===== src/rtl/i2c_slave.sv =====
// I2C target with a byte register bank: START/STOP decode, 7-bit address match, pointer-then-data writes, auto-increment reads.
// Bits act 3-4 clks after the SCL edge; SCL is never stretched, so clk must run at least 8x SCL.
module i2c_slave #(
    parameter logic [6:0] SLAVE_ADDR = 7'h50,
    parameter int         NUM_REGS   = 16,
    parameter int         PTR_W      = $clog2(NUM_REGS)
) (
    input  logic             clk,
    input  logic             rst,
    input  logic             scl_i,
    input  logic             sda_i,
    output logic             sda_o,
    output logic             sda_t,
    output logic             busy,
    output logic             wr_strobe,
    output logic [PTR_W-1:0] wr_reg,
    output logic [7:0]       wr_data,
    input  logic [PTR_W-1:0] host_raddr,
    output logic [7:0]       host_rdata
);

    typedef enum logic [3:0] {
        S_IDLE, S_ADDR, S_ADDR_ACK, S_PTR, S_WDATA, S_WACK, S_RDATA, S_RACK, S_IDLE_WAIT
    } state_t;

    state_t           state_q, state_d;
    logic [2:0]       cnt_q, cnt_d;
    logic [7:0]       shift_q, shift_d;
    logic [PTR_W-1:0] ptr_q, ptr_d;
    logic             sda_t_q, sda_t_d;
    logic             busy_q, busy_d;
    logic             wr_strobe_q, wr_strobe_d;
    logic [PTR_W-1:0] wr_reg_q, wr_reg_d;
    logic [7:0]       wr_data_q, wr_data_d;
    logic [7:0]       regs_q [NUM_REGS];

    logic scl_m_q, scl_s_q, scl_h_q, sda_m_q, sda_s_q, sda_h_q;
    logic scl_rise, scl_fall, start_det, stop_det, byte_done, addr_hit;
    logic [7:0] byte_in, rd_byte;

    // Synchronizers come out of reset at the idle-bus level so release never looks like an edge
    always_ff @(posedge clk or posedge rst) begin
        if (rst) begin
            {scl_m_q, scl_s_q, scl_h_q} <= 3'b111;
            {sda_m_q, sda_s_q, sda_h_q} <= 3'b111;
        end else begin
            {scl_m_q, scl_s_q, scl_h_q} <= {scl_i, scl_m_q, scl_s_q};
            {sda_m_q, sda_s_q, sda_h_q} <= {sda_i, sda_m_q, sda_s_q};
        end
    end

    assign scl_rise  = scl_s_q & ~scl_h_q;
    assign scl_fall  = ~scl_s_q & scl_h_q;
    assign start_det = scl_s_q & scl_h_q & sda_h_q & ~sda_s_q;
    assign stop_det  = scl_s_q & scl_h_q & ~sda_h_q & sda_s_q;
    assign byte_in   = {shift_q[6:0], sda_s_q};
    assign byte_done = scl_rise & (cnt_q == 3'd7);
    assign addr_hit  = (byte_in[7:1] == SLAVE_ADDR);
    assign rd_byte   = regs_q[ptr_q];

    always_ff @(posedge clk or posedge rst) begin
        if (rst) state_q <= S_IDLE;
        else     state_q <= state_d;
    end

    // In the ACK states, sda_t_q low marks the second half of the slot (ACK already driven)
    always_comb begin
        state_d = state_q;
        if (start_det) begin
            state_d = S_ADDR;
        end else if (stop_det) begin
            state_d = S_IDLE;
        end else begin
            case (state_q)
                S_ADDR:         if (byte_done) state_d = addr_hit ? S_ADDR_ACK : S_IDLE;
                S_ADDR_ACK:     if (scl_fall && !sda_t_q) state_d = shift_q[0] ? S_RDATA : S_PTR;
                S_PTR, S_WDATA: if (byte_done) state_d = S_WACK;
                S_WACK:         if (scl_fall && !sda_t_q) state_d = S_WDATA;
                S_RDATA:        if (scl_rise && cnt_q == 3'd0) state_d = S_RACK;
                S_RACK:         if (scl_rise) state_d = sda_s_q ? S_IDLE_WAIT : S_RDATA;
                default:        state_d = state_q;
            endcase
        end
    end

    always_comb begin
        cnt_d       = cnt_q;
        shift_d     = shift_q;
        ptr_d       = ptr_q;
        sda_t_d     = sda_t_q;
        busy_d      = busy_q;
        wr_strobe_d = 1'b0;
        wr_reg_d    = wr_reg_q;
        wr_data_d   = wr_data_q;
        if (start_det) begin
            cnt_d   = 3'd0;
            sda_t_d = 1'b1;
            busy_d  = 1'b0;
        end else if (stop_det) begin
            sda_t_d = 1'b1;
            busy_d  = 1'b0;
        end else begin
            case (state_q)
                S_ADDR, S_PTR, S_WDATA: begin
                    if (scl_rise) begin
                        shift_d = byte_in;
                        cnt_d   = cnt_q + 3'd1;
                    end
                    if (byte_done && state_q == S_ADDR && addr_hit) busy_d = 1'b1;
                    if (byte_done && state_q == S_PTR) ptr_d = byte_in[PTR_W-1:0];
                    if (byte_done && state_q == S_WDATA) begin
                        wr_strobe_d = 1'b1;
                        wr_reg_d    = ptr_q;
                        wr_data_d   = byte_in;
                        ptr_d       = ptr_q + PTR_W'(1);
                    end
                end
                S_ADDR_ACK, S_WACK: begin
                    if (scl_fall && sda_t_q) begin
                        sda_t_d = 1'b0;
                    end else if (scl_fall) begin
                        sda_t_d = 1'b1;
                        cnt_d   = 3'd0;
                        // Read: the ACK-release edge also launches bit 7 of the first byte
                        if (state_q == S_ADDR_ACK && shift_q[0]) begin
                            sda_t_d = rd_byte[7];
                            shift_d = {rd_byte[6:0], 1'b1};
                            ptr_d   = ptr_q + PTR_W'(1);
                            cnt_d   = 3'd1;
                        end
                    end
                end
                S_RDATA: begin
                    if (scl_fall) begin
                        sda_t_d = shift_q[7];
                        shift_d = {shift_q[6:0], 1'b1};
                        cnt_d   = cnt_q + 3'd1;
                    end
                end
                S_RACK: begin
                    if (scl_fall) sda_t_d = 1'b1;
                    if (scl_rise && !sda_s_q) begin
                        shift_d = rd_byte;
                        ptr_d   = ptr_q + PTR_W'(1);
                        cnt_d   = 3'd0;
                    end
                end
                default: sda_t_d = 1'b1;
            endcase
        end
    end

    always_ff @(posedge clk or posedge rst) begin
        if (rst) begin
            cnt_q       <= '0;
            shift_q     <= '0;
            ptr_q       <= '0;
            sda_t_q     <= 1'b1;
            busy_q      <= 1'b0;
            wr_strobe_q <= 1'b0;
            wr_reg_q    <= '0;
            wr_data_q   <= '0;
        end else begin
            cnt_q       <= cnt_d;
            shift_q     <= shift_d;
            ptr_q       <= ptr_d;
            sda_t_q     <= sda_t_d;
            busy_q      <= busy_d;
            wr_strobe_q <= wr_strobe_d;
            wr_reg_q    <= wr_reg_d;
            wr_data_q   <= wr_data_d;
        end
    end

    // The bank updates at the end of the strobe cycle, so host reads during the strobe see the old byte
    always_ff @(posedge clk or posedge rst) begin
        if (rst) begin
            for (int i = 0; i < NUM_REGS; i++) regs_q[i] <= '0;
        end else if (wr_strobe_q) begin
            regs_q[wr_reg_q] <= wr_data_q;
        end
    end

    assign sda_o      = 1'b0;
    assign sda_t      = sda_t_q;
    assign busy       = busy_q;
    assign wr_strobe  = wr_strobe_q;
    assign wr_reg     = wr_reg_q;
    assign wr_data    = wr_data_q;
    assign host_rdata = regs_q[host_raddr];

endmodule


===== config.mk =====
export PLATFORM = sky130hd
export DESIGN_NAME = i2c_slave
export DESIGN_NICKNAME = d
export VERILOG_FILES = /design/src/rtl/i2c_slave.sv
export SDC_FILE = /design/constraint.sdc
export NUM_CORES = 1
export LEC_CHECK = 0
export ABC_CLOCK_PERIOD_IN_PS = 6800
export BUFFER_PORTS_ARGS = -buffer_cell sky130_fd_sc_hd__buf_2
export CAP_MARGIN = 20
export CELL_PAD_IN_SITES_DETAIL_PLACEMENT = 0
export CELL_PAD_IN_SITES_GLOBAL_PLACEMENT = 1
export CORE_UTILIZATION = 50
export DETAILED_ROUTE_END_ITERATION = 16
export PLACE_DENSITY_LB_ADDON = 0.05
export SLEW_MARGIN = 20
export SYNTH_ARGS = -nofsm -noshare
export SYNTH_HDL_FRONTEND = slang
export SYNTH_SLANG_ARGS = --single-unit

===== constraint.sdc =====
create_clock -name clk -period 6.8 [get_ports clk]
set_input_delay 1.7 -clock clk [delete_from_list [all_inputs] [get_ports clk]]
set_output_delay 1.7 -clock clk [all_outputs]
set_load 0.02 [all_outputs]

==> metrics, run 1 <==
measured slew at the worst slew-check pin around 0.97 ns; FFs w/ async S/R, synth 1.00; CTS tree yes; Hold Path Depth 0; CP endpoint kind output port; Placer Congestion approximately 0.86; total of max-cap violations 0; status complete, no violations; CTS Buf Count 17; Root Driver clkbuf_16; DP Cell Count roughly 880; Final Core Density 0.565; Die Wd 137 µm; yosys warns 0; most frequent cells in the layout dfrtp_1, mux2_2, mux4_2, buf_2, a21oi_1; most common cell after layout, fill and taps aside dfrtp_1; maximum fanout along the worst path 20; Crit Path Class primary input to output port; clock-pin slew on the worst setup and hold paths 0.07 ns; initial antenna violation count 0; Slowest cell on crit path mux4_2; Post-synth EDFFs 0; clock sinks 168; Worst setup SP type primary input; Top delay family on crit path buffers and inverters; # IOs 32; final cell count without fillers 910; Main synth FF type dfrtp_1; Mapped Area ~9100 µm²; Core ar. approximately 18,000 µm²; Final ANT Viol Nets 0; First-pass DRT Iterations 5; Min Clock Period, post-route ~5.5 ns; Yosys reg bits between 150 and 200; RSZ-0062 raised after global routing false; register area 4210 µm²; Post-DP HPWL between 15 and 20 mm; Crit Reg-Reg Startpoint ptr_q[0]$_DFFE_PP0P_; All-Layer GR Usage 0.283; total chip power around 2700 µW; n_diodes 0; post-cts hold buffer count 0; post-synthesis sequential area ratio 0.462; H-tree levels 4; Fill cells approximately 1,500; Reg with most FFs regs_q; multi-input logic area approximately 4600 µm²; Post-CTS Resized 0; post-DR wirelength/cell 26.5 µm; share of cells above drive strength 1 0.443; post-DR vias/cell 6.58; crit share post-route 0.814; RR Endpoint sda_t$_DFFE_PP1P_; cells after synthesis between 600 and 700; Skew-Pair Late Insertion Delay 0.43 ns; largest net degree at the start of global routing roughly 110; first-pass GRT wire length 37.7 mm; post-CTS setup buffer count 0; critical path arrival between 3 and 4 ns; worst hold endpoint scl_s_q$_DFF_PP1_; max reg flops 128; final net count around 680; starting density of the core 0.510; syn nets between 600 and 700; vias in the first global route 6,130; Worst VDD drop 0.193 mV; Hold Crit Start scl_m_q$_DFF_PP1_; achievable clock frequency about 180 MHz; Slew headroom 0.354; final hold vios 0; Worst R2R Setup Slack roughly 3.5 ns; Slew Viols, Final 0; CP bufs+invs 3; grt ovf 0; syn avg cell area 13.8 µm²; FF-to-FF path depth 5; Leakage ~0.0046 µW; Setup Skew about 0.012 ns; Remaining DRCs 0; Die Area 18,800 µm²; Std-Cell Rows between 40 and 50; I/O Buffers 30; vias post-DR 5,984; Area Growth Syn to Fin 10.8%; clk buf depth 2; Hold/Removal Path Class flip-flop to flip-flop; Total Wirelength about 24 mm; Setup-failing EPs final 0; Setup TNS Final 0 ns; final hold slack 0.356 ns; DRT iter0 DRCs about 380; Critical Path RT between 5 and 6 ns; Crit path largest cell delay 0.57 ns; Critical Path, Cell by Cell buf_2 -> buf_4 -> mux4_2 -> mux4_2 -> buf_2; Die Ht between 100 and 150 µm; power density cells approximately 260 nW/µm²; post-synthesis cell type count between 60 and 70
==> worst max path at each step <==
| stage | start | end | cells after the start |
|---|---|---|---|
| 6_report | host_raddr[0] | host_rdata[6] | 5 |
| 5_1_grt | host_raddr[0] | host_rdata[6] | 5 |
| 4_1_cts | host_raddr[0] | host_rdata[6] | 5 |
| 3_5_place_dp | host_raddr[0] | host_rdata[3] | 5 |
| 3_3_place_gp | host_raddr[0] | host_rdata[6] | 5 |
| 2_1_floorplan | rst | busy$_DFFE_PP0P_ | 1 |
==> layer usage <==
layer / wire length, µm / global-route usage / vias to the layer above
met5: 0 / 0 / -
met1: 10400 / 0.387 / 3203
li1: - / - / 2555
met2: 11800 / 0.448 / 179
met3: 1100 / 0.0478 / 47
met4: 840 / 0.120 / 0
==> kinds of logic after synthesis <==
logic type               after synthesis  share of synthesized area
adder cells (fa/ha/maj)                4                    0.00549
other                                  1                   0.000411
flip-flops                           168                      0.462
multiplexers                         235                      0.375
AO/OA/AOI/OAI                         88                     0.0661
buffers and inverters                 64                     0.0292
AND/OR/NAND/NOR                       98                     0.0613
XOR/XNOR                               1                   0.000960
==> cell type report <==
type | instances | share of cell area
tap | 229 | 0.0283
inverter | 11 | 0.00458
timing repair buffer | 44 | 0.0252
multi-input combinational | 427 | 0.459
sequential | 168 | 0.417
clock inverter | 10 | 0.0213
clock buffer | 21 | 0.0446
==> cells in the mapped netlist, drive strengths merged (3+ instances only) <==
cell type / n / area share
a21oi: 22 / 0.012
a22o: 3 / 0.0029
a22oi: 10 / 0.0082
a31oi: 11 / 0.0075
and2: 9 / 0.0062
and3: 3 / 0.0021
buf: 22 / 0.012
clkbuf: 31 / 0.013
dfrtp: 161 / 0.44
dfstp: 7 / 0.020
ha: 4 / 0.0055
inv: 10 / 0.0041
mux2: 151 / 0.19
mux2i: 14 / 0.015
mux4: 70 / 0.17
nand2: 19 / 0.0078
nand2b: 10 / 0.0069
nand3: 6 / 0.0033
nand3b: 7 / 0.0058
nor2: 20 / 0.0082
nor3: 4 / 0.0027
o211ai: 3 / 0.0025
o21a: 4 / 0.0033
o21ai: 9 / 0.0049
o221ai: 3 / 0.0029
o22ai: 3 / 0.0021
or3: 3 / 0.0021
or3b: 3 / 0.0029
==> worst register-to-register path, stage by stage (launching register included) <==
cell      delay [ns]
dfrtp_1         0.94
clkinv_1        0.95
mux4_2          0.75
o211ai_1        0.20
nand3_1         0.09
mux2_2          0.28
==> report_power, final <==
| group | leakage, µW | total (µW) | switching (µW) | internal, µW |
|---|---|---|---|---|
| registers | 0.00230 | 1180 | 131 | 1050 |
| logic | 0.00200 | 389 | 209 | 180 |
| clock network | 0.000322 | 1110 | 408 | 701 |
| total | 0.00461 | 2680 | 749 | 1930 |
==> metrics by stage <==
step	area [µm²]	setup WS (ns)
final	10100	1.27
after global routing	10100	1.12
after CTS	10100	1.23
after detailed placement	9440	1.22
after global placement	9440	1.28
after floorplan	9120	0.565
(Power assumes the default switching activity.)
==> run 2: changes to the inputs <==
- ABC_CLOCK_PERIOD_IN_PS: 6800 -> 5700
- clock period: 6.8 -> 5.7 ns (I/O delays scaled with it)
==> metrics, run 2 (synthesized netlist as in run 1, its figures left out) <==
CTS tree yes; pre-CTS setup slack 0.897 ns (-0.327 ns); Placer Congestion 0.867 (+0.91%); power density cells 299 nW/µm² (+13%); Post-CTS Resized 0 (unchanged); crit share post-route 0.840; RSZ-0062 raised after global routing false; Placed Area 9480 µm² (+0.33%); Reg with most FFs regs_q; critical path arrival 3.36 ns (-0.47 ns); Die Area 18,800 µm² (unchanged); clock-pin slew on the worst setup and hold paths 0.07 ns (about the same); total of max-cap violations 0 (unchanged); Hold/Removal Path Class flip-flop to flip-flop; Setup-failing EPs final 0 (unchanged); Slowest cell on crit path mux4_2; Worst VDD drop 0.225 mV (+17%); All-Layer GR Usage 0.276 (-0.00790); Die Wd 137 µm (unchanged); achievable clock frequency 209 MHz; post-route cell area 10,100 µm² (-0.41%); H-tree levels 4 (unchanged); most frequent cells in the layout dfrtp_1, mux2_2, mux4_2, buf_2, a21oi_1; clock sinks 168 (unchanged); Die Ht 137 µm (unchanged); CP bufs+invs 3 (unchanged); status complete, no violations; Core ar. 17,900 µm² (unchanged); Total Wirelength 23.5 mm (-2.6%); DRT iter0 DRCs 445 (+16%); Crit path largest cell delay 0.53 ns (-0.04 ns); FF-to-FF path depth 5 (unchanged); Skew-Pair Late Insertion Delay 0.43 ns (about the same); CTS Buf Count 17 (unchanged); Crit Reg-Reg Startpoint ptr_q[0]$_DFFE_PP0P_; Hold Crit Start sda_m_q$_DFF_PP1_; most common cell after layout, fill and taps aside dfrtp_1; vias in the first global route 6,033 (-1.6%); I/O Buffers 30 (unchanged); largest net degree at the start of global routing 169 (+58%); starting density of the core 0.510 (unchanged); grt ovf 0 (unchanged); n_diodes 0 (unchanged); post-CTS setup buffer count 0 (unchanged); # IOs 32 (unchanged); Final ANT Viol Nets 0 (unchanged); Area Growth Syn to Fin 10.4%; vias post-DR 5,957 (-0.45%); first-pass GRT wire length 36.7 mm (-2.7%); CP endpoint kind output port; Setup Skew 0.0120 ns (+0.00000110 ns); final hold vios 0 (unchanged); WP depth 5 (unchanged); Worst Setup SP host_raddr[0]; share of cells above drive strength 1 0.449 (+0.00602); Min Clock Period, post-route 4.79 ns; clk buf depth 2 (unchanged); Crit Path Class primary input to output port; Final WS setup 0.914 ns (-0.352 ns); maximum fanout along the worst path 20 (unchanged); Post-DP HPWL 15.1 mm (-2.7%); max reg flops 128 (unchanged); First-pass DRT Iterations 5 (unchanged); final net count 682 (+0.15%); Worst setup SP type primary input; Slew Viols, Final 0 (unchanged); Top delay family on crit path multiplexers; initial antenna violation count 0 (unchanged); Std-Cell Rows 49 (unchanged); Remaining DRCs 0 (unchanged); Root Driver clkbuf_16; Final Core Density 0.562 (-0.00231); post-DR vias/cell 6.53 (-0.67%); Setup TNS Final 0 ns (unchanged); Hold Path Depth 0 (unchanged); post-DR wirelength/cell 25.8 µm (-2.8%); Critical Path RT 4.28 ns (-0.82 ns); Critical Path, Cell by Cell buf_2 -> buf_12 -> mux4_2 -> mux4_2 -> buf_2; measured slew at the worst slew-check pin 0.941 ns (-0.0284 ns); Slew headroom 0.370 (+0.0163); Leakage 0.00459 µW (-0.54%); post-cts hold buffer count 0 (unchanged)
==> run 2: final timing paths <==
path                                           to  slack [ns]
max                                 host_rdata[6]        0.91
min                             sda_s_q$_DFF_PP1_        0.36
max reg2reg                     sda_t$_DFFE_PP1P_        2.54
min reg2reg                     sda_s_q$_DFF_PP1_        0.36
max in group asynchronous   wr_reg[0]$_DFFE_PP0P_        3.77
min in group asynchronous  regs_q[93]$_DFFE_PP0P_        1.24
==> run 2: metrics by stage <==
step / cells / total power [µW] / hold WS, ns
floorplan: 659 / 1750 / 0.345
CTS: 912 / 3040 / 0.359
finish: 912 / 3010 / 0.358
global placement: 880 / 1890 / 0.346
detailed placement: 880 / 1890 / 0.348
global route: 912 / 3160 / 0.361
==> run 2: worst reg2reg max path, delay by kind of cell (launching register included) <==
family | cells | cell delay, ns
flip-flops | 1 | 0.88
buffers and inverters | 1 | 0.90
AO/OA/AOI/OAI | 1 | 0.22
AND/OR/NAND/NOR | 1 | 0.10
multiplexers | 2 | 1.01
==> run 2: final cells by class <==
cell class | instances | area, µm²
multi-input combinational | 427 | 4640
fill | 1512 | 7830
timing repair buffer | 45 | 288
clock buffer | 18 | 439
tap | 229 | 287
sequential | 168 | 4210
inverter | 11 | 45.0
clock inverter | 14 | 154
==> run 2: per-layer routing <==
| layer | up-vias | GRT usage | routed length [µm] |
|---|---|---|---|
| met5 | - | 0 | 0 |
| met4 | 0 | 0.0946 | 544 |
| met3 | 35 | 0.0526 | 1420 |
| met2 | 233 | 0.458 | 12000 |
| met1 | 3117 | 0.362 | 9520 |
| li1 | 2572 | - | - |
==> run 2: where the power goes <==
group | leakage, µW | internal, µW | switching [µW]
Sequential | 0.00230 | 1250 | 129
Clock | 0.000288 | 598 | 545
Combinational | 0.00201 | 217 | 274
Total | 0.00459 | 2060 | 948
==> run 3: changes to the inputs <==
- ABC_CLOCK_PERIOD_IN_PS: 5700 -> 4600
- clock period: 5.7 -> 4.6 ns (I/O delays scaled with it)
==> metrics, run 3 (synthesized netlist as in run 1, its figures left out) <==
Skew-Pair Late Insertion Delay 0.43 ns (about the same); All-Layer GR Usage 0.292 (+0.0162); max reg flops 128 (unchanged); Core ar. 17,900 µm² (unchanged); CTS tree yes; RSZ-0062 raised after global routing false; post-DR vias/cell 6.65 (+1.9%); DRT iter0 DRCs 449 (+0.90%); final hold vios 0 (unchanged); n_diodes 0 (unchanged); measured slew at the worst slew-check pin 0.949 ns (+0.00781 ns); starting density of the core 0.510 (unchanged); Area Growth Syn to Fin 11.4%; Worst setup SP type primary input; final net count 687 (+0.73%); Final ANT Viol Nets 0 (unchanged); critical path arrival 2.89 ns (-0.47 ns); achievable clock frequency 248 MHz; Die Ht 137 µm (unchanged); largest net degree at the start of global routing 69 (-59%); total of max-cap violations 0 (unchanged); CP endpoint kind output port; Slew Viols, Final 0 (unchanged); Die Area 18,800 µm² (unchanged); Root Driver clkbuf_16; Total Wirelength 24.7 mm (+5.2%); H-tree levels 4 (unchanged); Leakage 0.00464 µW (+1.1%); most common cell after layout, fill and taps aside dfrtp_1; Critical Path RT 3.45 ns (-0.83 ns); Crit Path Class primary input to output port; Setup TNS Final 0 ns (unchanged); Setup Skew 0.00627 ns (-0.00575 ns); vias post-DR 6,095 (+2.3%); clock sinks 168 (unchanged); Setup-failing EPs final 0 (unchanged); Slew headroom 0.365 (-0.00523); Placer Congestion 0.862 (-0.57%); post-cts hold buffer count 0 (unchanged); First-pass DRT Iterations 5 (unchanged); maximum fanout along the worst path 18 (-10%); Hold/Removal Path Class flip-flop to flip-flop; final hold slack 0.355 ns (-0.00280 ns); Std-Cell Rows 49 (unchanged); Die Wd 137 µm (unchanged); Post-CTS Resized 0 (unchanged); first-pass GRT wire length 38.5 mm (+5.0%); crit share post-route 0.878; Remaining DRCs 0 (unchanged); CTS Buf Count 17 (unchanged); total chip power 3870 µW (+29%); Min Clock Period, post-route ~4.0 ns; grt ovf 0 (unchanged); I/O Buffers 30 (unchanged); power density cells 381 nW/µm² (+27%); share of cells above drive strength 1 0.453 (+0.00321); post-DR wirelength/cell 27.0 µm (+4.8%); Reg with most FFs regs_q; clk buf depth 2 (unchanged); Worst VDD drop 0.284 mV (+26%); post-CTS setup buffer count 0 (unchanged); clock-pin slew on the worst setup and hold paths 0.06 ns (about the same); status complete, no violations; initial antenna violation count 0 (unchanged); Post-DP HPWL 16.1 mm (+6.4%); vias in the first global route 6,249 (+3.6%); most frequent cells in the layout dfrtp_1, mux2_2, mux4_2, buf_2, a21oi_1; # IOs 32 (unchanged)
run 3: path summary, 6_finish.rpt:
path                                              from                      to  slack, ns  cells past startpoint
worst min-delay path                 sda_m_q$_DFF_PP1_       sda_s_q$_DFF_PP1_       0.36                      0
worst max register to register  state_q[3]$_DFFE_PP0P_  shift_q[5]$_DFFE_PP0P_       1.76                      5
min in group asynchronous                          rst  regs_q[77]$_DFFE_PP0P_       0.66                      2
worst max-delay path                     host_raddr[1]           host_rdata[6]       0.56                      5
max in group asynchronous                          rst       sda_m_q$_DFF_PP1_       2.99                      4
worst min register to register       sda_m_q$_DFF_PP1_       sda_s_q$_DFF_PP1_       0.36                      0
run 3: worst max-delay path, stage by stage:
cell and delay [ns]:
buf_2 0.45, buf_4 0.29, mux4_2 0.31, mux4_2 0.49, buf_2 0.18
run 3: through the flow:
stage	util	setup WS, ns	instances	instance area (µm²)
after floorplan	-	0.726	659	9130
after global placement	0.532	0.621	884	9520
after detailed placement	0.532	0.582	884	9520
after CTS	0.566	0.581	915	10100
after global routing	0.568	0.522	916	10200
final	0.568	0.560	916	10200
run 3: area by class of cell:
cell class | instances | area (µm²)
timing repair buffer | 50 | 350
fill | 1447 | 7740
clock buffer | 17 | 425
clock inverter | 14 | 198
inverter | 11 | 45.0
multi-input combinational | 427 | 4640
sequential | 168 | 4210
tap | 229 | 287
run 3: metal layers:
metal	up-vias	track usage	part of all wire
li1	2578	-	-
met1	3247	0.400	0.43
met2	223	0.453	0.49
met3	47	0.0593	0.054
met4	0	0.124	0.035
met5	-	0	0
run 3: report_power, final:
part | switching [µW] | internal [µW] | total, µW
registers | 203 | 1550 | 1750
logic | 312 | 283 | 595
clock network | 619 | 912 | 1530
